$ cat config.mk
export PLATFORM = sky130hd
export DESIGN_NAME = frame_buffer
export DESIGN_NICKNAME = d
export VERILOG_FILES = /design/src/rtl/frame_buffer.sv
export SDC_FILE = /design/constraint.sdc
export NUM_CORES = 1
export LEC_CHECK = 0
export CORE_AREA = 2 2 237 239
export CTS_CLUSTER_DIAMETER = 200
export CTS_CLUSTER_SIZE = 24
export DETAILED_ROUTE_END_ITERATION = 8
export DIE_AREA = 0 0 239 241
export DONT_BUFFER_PORTS = 1
export GPL_TIMING_DRIVEN = 0
export HOLD_SLACK_MARGIN = 0.03
export PLACE_DENSITY = 0.75
export SLEW_MARGIN = 20
export SYNTH_ARGS = -nofsm -noshare
export SYNTH_HDL_FRONTEND = slang
export SYNTH_SLANG_ARGS = --single-unit
$ cat constraint.sdc
create_clock -name clk_i -period 4.5 [get_ports clk_i]
set_input_delay 0.45 -clock clk_i [delete_from_list [all_inputs] [get_ports clk_i]]
set_output_delay 0.45 -clock clk_i [all_outputs]
set_load 0.05 [all_outputs]
$ cat src/rtl/frame_buffer.sv
`timescale 1ns/1ps
`default_nettype none
// ============================================================================
// Module   : frame_buffer
// Purpose  : Collects filter samples into overlapping frames (FRAME_LEN long,
//            one every HOP samples) and streams each frame oldest-first.
// Revision : 1.0 - initial release
// ============================================================================
module frame_buffer #(
   parameter int FRAME_LEN = 64,
   parameter int HOP       = 32,
   parameter int BW        = 8
) (
   input  logic          clk_i,
   input  logic          rst_i,
   input  logic          en_i,
   input  logic [BW-1:0] data_i,
   input  logic          valid_i,
   output logic [BW-1:0] data_o,
   output logic          valid_o,
   input  logic          ready_i,
   output logic          last_o,
   output logic          overflow_o
);

   localparam int c_depth = FRAME_LEN + HOP;
   localparam int c_aw    = (c_depth > 1) ? $clog2(c_depth) : 1;
   localparam int c_fw    = $clog2(FRAME_LEN);
   localparam int c_hw    = (HOP > 1) ? $clog2(HOP) : 1;

   localparam logic [c_aw:0]   c_hop_inc   = (c_aw+1)'(HOP);
   localparam logic [c_aw:0]   c_one_inc   = (c_aw+1)'(1);
   localparam logic [c_fw-1:0] c_beat_last = c_fw'(FRAME_LEN-1);
   localparam logic [c_fw-1:0] c_beat_pen  = c_fw'(FRAME_LEN-2);
   localparam logic [c_hw-1:0] c_hop_last  = c_hw'(HOP-1);

   localparam logic [1:0] c_prime = 2'd0;
   localparam logic [1:0] c_idle  = 2'd1;
   localparam logic [1:0] c_fetch = 2'd2;
   localparam logic [1:0] c_emit  = 2'd3;

   logic [BW-1:0]   r_ram [c_depth];
   logic [1:0]      r_state;
   logic [c_aw-1:0] r_wr_ptr;
   logic [c_aw-1:0] r_base;
   logic [c_aw-1:0] r_rd_addr;
   logic [c_fw-1:0] r_prime_cnt;
   logic [c_fw-1:0] r_beat;
   logic [c_hw-1:0] r_hop_cnt;
   logic [BW-1:0]   r_data;
   logic            r_valid;
   logic            r_last;
   logic            r_overflow;

   logic            w_wr;
   logic            w_hs;
   logic [c_aw-1:0] w_base_nxt;

   // Modular add for pointers; DEPTH need not be a power of two.
   function automatic logic [c_aw-1:0] f_add_mod(input logic [c_aw-1:0] a,
                                                 input logic [c_aw:0]   b);
      logic [c_aw:0] s;
      s = {1'b0, a} + b;
      if (s >= (c_aw+1)'(c_depth))
         s = s - (c_aw+1)'(c_depth);
      return s[c_aw-1:0];
   endfunction

   assign w_wr       = en_i & valid_i;
   assign w_hs       = r_valid & ready_i;
   assign w_base_nxt = f_add_mod(r_base, c_hop_inc);

   always_ff @(posedge clk_i) begin
      if (w_wr)
         r_ram[r_wr_ptr] <= data_i;
   end

   always_ff @(posedge clk_i or posedge rst_i) begin
      if (rst_i) begin
         r_state     <= c_prime;
         r_wr_ptr    <= '0;
         r_base      <= '0;
         r_rd_addr   <= '0;
         r_prime_cnt <= '0;
         r_beat      <= '0;
         r_hop_cnt   <= '0;
         r_data      <= '0;
         r_valid     <= 1'b0;
         r_last      <= 1'b0;
         r_overflow  <= 1'b0;
      end else if (!en_i) begin
         r_state     <= c_prime;
         r_wr_ptr    <= '0;
         r_base      <= '0;
         r_rd_addr   <= '0;
         r_prime_cnt <= '0;
         r_beat      <= '0;
         r_hop_cnt   <= '0;
         r_data      <= '0;
         r_valid     <= 1'b0;
         r_last      <= 1'b0;
         r_overflow  <= 1'b0;
      end else begin
         if (w_wr)
            r_wr_ptr <= f_add_mod(r_wr_ptr, c_one_inc);

         case (r_state)
            c_prime: begin
               if (w_wr) begin
                  if (r_prime_cnt == c_beat_last) begin
                     r_prime_cnt <= '0;
                     r_rd_addr   <= r_base;
                     r_state     <= c_fetch;
                  end else begin
                     r_prime_cnt <= r_prime_cnt + c_fw'(1);
                  end
               end
            end
            c_idle: begin
            end
            c_fetch: begin
               r_data    <= r_ram[r_rd_addr];
               r_rd_addr <= f_add_mod(r_rd_addr, c_one_inc);
               r_beat    <= '0;
               r_valid   <= 1'b1;
               r_last    <= 1'b0;
               r_state   <= c_emit;
            end
            c_emit: begin
               if (w_hs) begin
                  if (r_beat == c_beat_last) begin
                     r_valid <= 1'b0;
                     r_last  <= 1'b0;
                     r_state <= c_idle;
                  end else begin
                     // rd_addr already points one ahead, so the next beat is ready now.
                     r_data    <= r_ram[r_rd_addr];
                     r_rd_addr <= f_add_mod(r_rd_addr, c_one_inc);
                     r_beat    <= r_beat + c_fw'(1);
                     r_last    <= (r_beat == c_beat_pen);
                  end
               end
            end
            default: r_state <= c_prime;
         endcase

         // A frame due outside IDLE is dropped, but the base still moves on.
         if (w_wr && (r_state != c_prime)) begin
            if (r_hop_cnt == c_hop_last) begin
               r_hop_cnt <= '0;
               r_base    <= w_base_nxt;
               if (r_state == c_idle) begin
                  r_rd_addr <= w_base_nxt;
                  r_state   <= c_fetch;
               end else begin
                  r_overflow <= 1'b1;
               end
            end else begin
               r_hop_cnt <= r_hop_cnt + c_hw'(1);
            end
         end
      end
   end

   assign data_o     = r_data;
   assign valid_o    = r_valid;
   assign last_o     = r_last;
   assign overflow_o = r_overflow;

endmodule
`default_nettype wire
# [Word-level counts from Yosys, hierarchy flattened]
# Memories as Yosys holds them, arrays and structs flattened.
# Index checks and enable logic that the tools add are counted.
[classes] eq_ne=16 muxes=55 n_addsub=9 bitwise=2 reduce_logical=9 magnitude_cmp=3
[op_table] cell="$mux 7" count=16
[op_table] cell="$mux 6" count=7
[op_table] cell="$ge 8x7->1 const B" count=3
[op_table] cell="$mux 8" count=3
[op_table] cell="$pmux 7 s3" count=1
[op_table] cell="$sub 7x7->7 const B" count=3
[op_table] cell="$eq 6x6->1 const B" count=3
[op_table] cell="$add 7x1->8 const B" count=2
[op_table] cell="$mux 2" count=8
[op_table] cell="$pmux 8 s2" count=1
[op_table] cell="$mux 5" count=3
[op_table] cell="$add 6x1->6 const B" count=2
[op_table] cell="$mux 1" count=12
[op_table] cell="$pmux 6 s2" count=1
[op_table] cell="$ne 3x3->1 const B" count=3
[op_table] cell="$reduce_and 3->1" count=3
[op_table] cell="$add 7x6->8 const B" count=1
[op_table] cell="$ne 2x1->1 const B" count=4
[op_table] cell="$pmux 2 s3" count=1
[op_table] cell="$reduce_and 2->1" count=3
[op_table] cell="$add 5x1->5 const B" count=1
[op_table] cell="$eq 5x5->1 const B" count=1
[op_table] cell="$eq 2x2->1 const B" count=2
[op_table] cell="$pmux 1 s2" count=2
[op_table] cell="other kinds (7)" count=8
[totals] mem_bits_rw=768 out_inout_bits=11 reg_bits=51 in_bits=13 n_memories=1
[mem_list] memory="r_ram" depth=96 width=8 read_ports=1 rd_ports_with_merged_regs=0 wr=1 line_no="42" rtl="logic [BW-1:0] r_ram [c_depth];"

# [Longest topological paths before layout]
[depth] depth_word=10 mapped_depth=11 ltp_nobuf=9

# [Worst setup path after synthesis]
# No wires, ideal clock.
[synth_path] kind="input port to flip-flop" startpoint="input en_i" endpoint="memory r_ram[56][0], enable pin" path_stages=5 slack_ns=2.028 required_ns=4.105 setup_time_ns=0.395 t_arrival_ns=2.078 path_cell_list="buf_2 and2_1 clkbuf_1 nand4_1 nor4_1"
[synth_between] elab_chain_len=3
[synth_rtl] element="start: declaration" line_no="16" rtl="input logic en_i,"
[synth_rtl] element="$and 1x1->1" line_no="69" rtl="assign w_wr = en_i & valid_i;"
[synth_rtl] element="$mux 1" line_no="74" rtl="if (w_wr)"
[synth_rtl] element="$mux 1 (not written as such)" line_no="75" rtl="r_ram[r_wr_ptr] <= data_i;"
[synth_rtl] element="end: declaration" line_no="42"
# No other way between the ends.

# [Worst setup path in the final report]
[layout_path] startpoint="register r_rd_addr[1]" endpoint="register r_data[2] (netlist: data_o[2])"
[layout_between] elab_chain_len=5
[layout_rtl] element="start: declaration" line_no="46" rtl="logic [c_aw-1:0] r_rd_addr;"
[layout_rtl] element="start signal: assignment" line_no="112" rtl="r_rd_addr <= r_base;"
[layout_rtl] element="start signal: assignment" line_no="123" rtl="r_rd_addr <= f_add_mod(r_rd_addr, c_one_inc);"
[layout_rtl] element="start signal: assignment" line_no="138" rtl="r_rd_addr <= f_add_mod(r_rd_addr, c_one_inc);"
[layout_rtl] element="$mem_v2 96x8 (*)"
[layout_rtl] element="$mux 8" line_no="131" rtl="if (r_beat == c_beat_last) begin"
[layout_rtl] element="$mux 8" line_no="130" rtl="if (w_hs) begin"
[layout_rtl] element="$pmux 8 s2 (*)" line_no="107" rtl="case (r_state)"
[layout_rtl] element="$mux 8 (*)" line_no="91" rtl="end else if (!en_i) begin"
[layout_rtl] element="end signal: assignment" line_no="122" rtl="r_data <= r_ram[r_rd_addr];"
[layout_rtl] element="end signal: assignment" line_no="137" rtl="r_data <= r_ram[r_rd_addr];"
[layout_rtl] element="end: declaration" line_no="50" rtl="logic [BW-1:0] r_data;"
# Every way passes the cells marked *; elsewhere a longest branch is shown, timed or not. The select of a mux whose other input is x is not followed.
# A chain may end at the register's enable or synchronous reset.

==> qor.yml <==
setup_path:
  cp-start-kind: "flop"
  critPathRequiredTime_ps: 4990
  crit_type: "flop to flop"
  cp_top_family: "buffers and inverters"
  cp.depth: 9
  cp_max_fo: 10
  critPathMostFrequentCell: "buf_2"
  reg2reg_slack_ps: 480
  critPathBufInv: 4
  critPathMaxStageDelay_ps: 660
  crit_chain: "buf_2 -> buf_2 -> buf_2 -> buf_2 -> mux4_2 -> a21oi_1 -> o21ai_0 -> o211ai_1 -> nand3_1"
  crit_path_end_kind: "flop"
  cp_slowest_cell: "dfrtp_1"
  arrival_ps: 4510
  rr_worst_depth: 9
detailed_routing:
  routed_wl_microns: 83800
  post-route-drc-count: 0
  num_vias: 17758
  final_antenna_net_count: 0
  avgViaCountPerCell: 6.94
  wl_per_cell_microns: 32.7
  drtPass1Iterations: 5
  drt_iter0_markers: 2737
logic_synthesis:
  seq_area_frac_synth: 0.742
  avgSynthCellArea_sq_um: 18.4
  synthTopCellsByArea: "edfxtp_1 71%, mux4_2 8.1%, mux2i_1 5.1%, dfrtp_1 3.5%, nor2_1 1.5%"
  synth_common_cells: "768 x edfxtp_1, 166 x mux2i_1, 127 x nor2_1"
  ys_ff_latch: 814
  yosysMostFrequentCell: "edfxtp_1"
  synth_nets: 1803
  ys_warn_count: 0
  async_flop_share: 0.0565
  netlist_instances: 1779
  ys.flop_type: "edfxtp_1"
  yosysUniqueCellTypes: 65
  synth_top_area_frac: 0.706
  synth_edf_count: 768
  yosys.area.top_type: "edfxtp_1"
  syn_area_sq_um: 32600
grt:
  grt_first_pass_wirelength_microns: 120000
  globalRouteOverflowTotal: 0
  grt_pass1_vias: 17021
  grtUsageTotal: 0.297
  grt_start_max_net_pins: 97
  antenna_found_initial: 2
timing:
  hold_viol: 0
  fin_worst_skew_ps: 25.0
  hold_ws_ps: 92.8
  rsz0062_at_grt: "no"
  worstMarginPinSlew_ps: 1200
  fin_setup_tns_ps: 0
  slew_headroom: 0.197
  fin_crit_sh: 0.893
  drv_slew: 0
  fmax_mhz: 249
  finalSetupViolations: 0
  finalWorstPathRequiredPeriod_ps: 4020
cells_and_area:
  multi_input_area_sq_um: 7840
  stdcell_count: 2560
  drive_above_1_share: 0.137
  antenna_cells: 0
  syn_to_final_growth_pct: 7.18
  final-seq-area_sq_um: 24200
  nFillCells: 3772
  final_nets: 1858
cts:
  cts_resized: 0
  root_buffer: "clkbuf_16"
  cts_tree: "built"
  h-tree-depth: 2
  cts_buffer_depth: 3
  clock_latency_ps: 610
  clock-sinks: 814
  cts_made_buffers: 39
  postCtsSetupRepairBufs: 0
  clkTransAtPathRegs_ps: 100
  ctsHoldBuffers: 9
pwr:
  p_per_area_nw_per_um2: 357
  p_leak_uw: 0.0104
  peakVddDrop_mv: 0.455
place:
  port_buffers: 0
  place.gp.congestion: 0.987
  hpwl_microns: 53500
  placedCellCount: 2488
run:
  cap_violations: 0
outcome:
  status: "finished clean"
floorplan:
  start_util: 0.595
  die_x_microns: 239
  fp-row-count: 86
  core_sq_um: 54900
  die_area_sq_um: 57600
  io_pins: 24
  chipHeight_microns: 241
hold_path:
  hold_depth: 3
  min_path_type: "input port to flop"
path summary, 6_finish.rpt:
| check | startpoint | endpoint |
|---|---|---|
| worst min register to register | r_beat[4] | r_beat[4] |
| max in group asynchronous | rst_i | data_o[3] |
| worst min-delay path | valid_i | r_state[0] |
| worst max-delay path | r_rd_addr[1] | data_o[2] |
| min in group asynchronous | rst_i | r_beat[4] |
| worst max register to register | r_rd_addr[1] | data_o[2] |
worst reg2reg max path, stage by stage, from the launching register on:
cell and delay [ps]:
dfrtp_1 660, buf_2 500, buf_2 560, buf_2 580
buf_2 460, mux4_2 390, a21oi_1 180, o21ai_0 200
o211ai_1 260, nand3_1 120
state kept, by name (all words and copies together) (netlist names):
register	count
r_prime_cnt	6
r_base	2
last_o	1
overflow_o	1
r_state	2
data_o	8
r_rd_addr	7
r_wr_ptr	7
r_hop_cnt	5
valid_o	1
r_beat	6
r_ram	768
layer usage:
layer,GRT usage,part of all wire
met1,0.418,0.38
met2,0.465,0.47
met3,0.0576,0.10
met4,0.118,0.045
met5,0,0.00017
report_power, final:
group,switching (uW),internal [uW],total [uW]
combinational,179,40.2,219
clock,2270,1720,3990
sequential,5.55,8280,8290
total,2450,10000,12500
stage by stage:
step	area, sq um	util	power (uW)	setup slack, ps
4_1_cts	35000	0.637	12500	688
5_1_grt	35000	0.638	12800	573
2_1_floorplan	32600	-	8510	2030
6_report	35000	0.638	12500	483
3_3_place_gp	33500	0.611	8530	721
3_5_place_dp	33600	0.613	8540	712
logic make-up (layout without fill, tap and decap cells):
| logic type | Yosys count | in the layout | share of synthesized area |
|---|---|---|---|
| multiplexers | 304 | 304 | 0.141 |
| AO/OA/AOI/OAI | 221 | 221 | 0.0457 |
| AND/OR/NAND/NOR | 316 | 316 | 0.0451 |
| flip-flops | 814 | 814 | 0.742 |
| XOR/XNOR | 7 | 7 | 0.00188 |
| adder cells (fa/ha/maj) | 11 | 11 | 0.00422 |
| buffers and inverters | 106 | 183 | 0.0202 |
cell usage in the layout, fill, tap and decap left out, types with 6 or more instances in the layout:
cell type	instances
nor3_1	7
buf_6	12
o21ai_0	33
clkbuf_1	58
buf_16	8
mux2i_1	166
nor3_2	6
buf_2	21
mux4_2	117
o221ai_1	20
dfrtp_1	46
a21oi_1	54
clkbuf_16	41
nor2b_1	15
nand3_1	38
nand2_1	68
o211ai_1	7
a22oi_1	48
buf_8	6
o22ai_1	7
nand4_1	11
nor2_1	127
ha_1	11
edfxtp_1	768
a221o_1	6
a22o_1	6
nand2b_1	7
a31oi_1	8
nor4_1	7
buf_4	11
buf_1	8
inv_1	10
mux2_2	15
final cells by class:
| type | count | share of cell area |
|---|---|---|
| repair buffers | 14 | 0.00787 |
| inverters | 12 | 0.00129 |
| multi-input cells | 859 | 0.224 |
| well taps | 704 | 0.0252 |
| plain buffers | 94 | 0.0176 |
| clock buffers | 63 | 0.0320 |
| flip-flops and latches | 814 | 0.692 |
No activity file was read; power rests on OpenSTA's default activity.
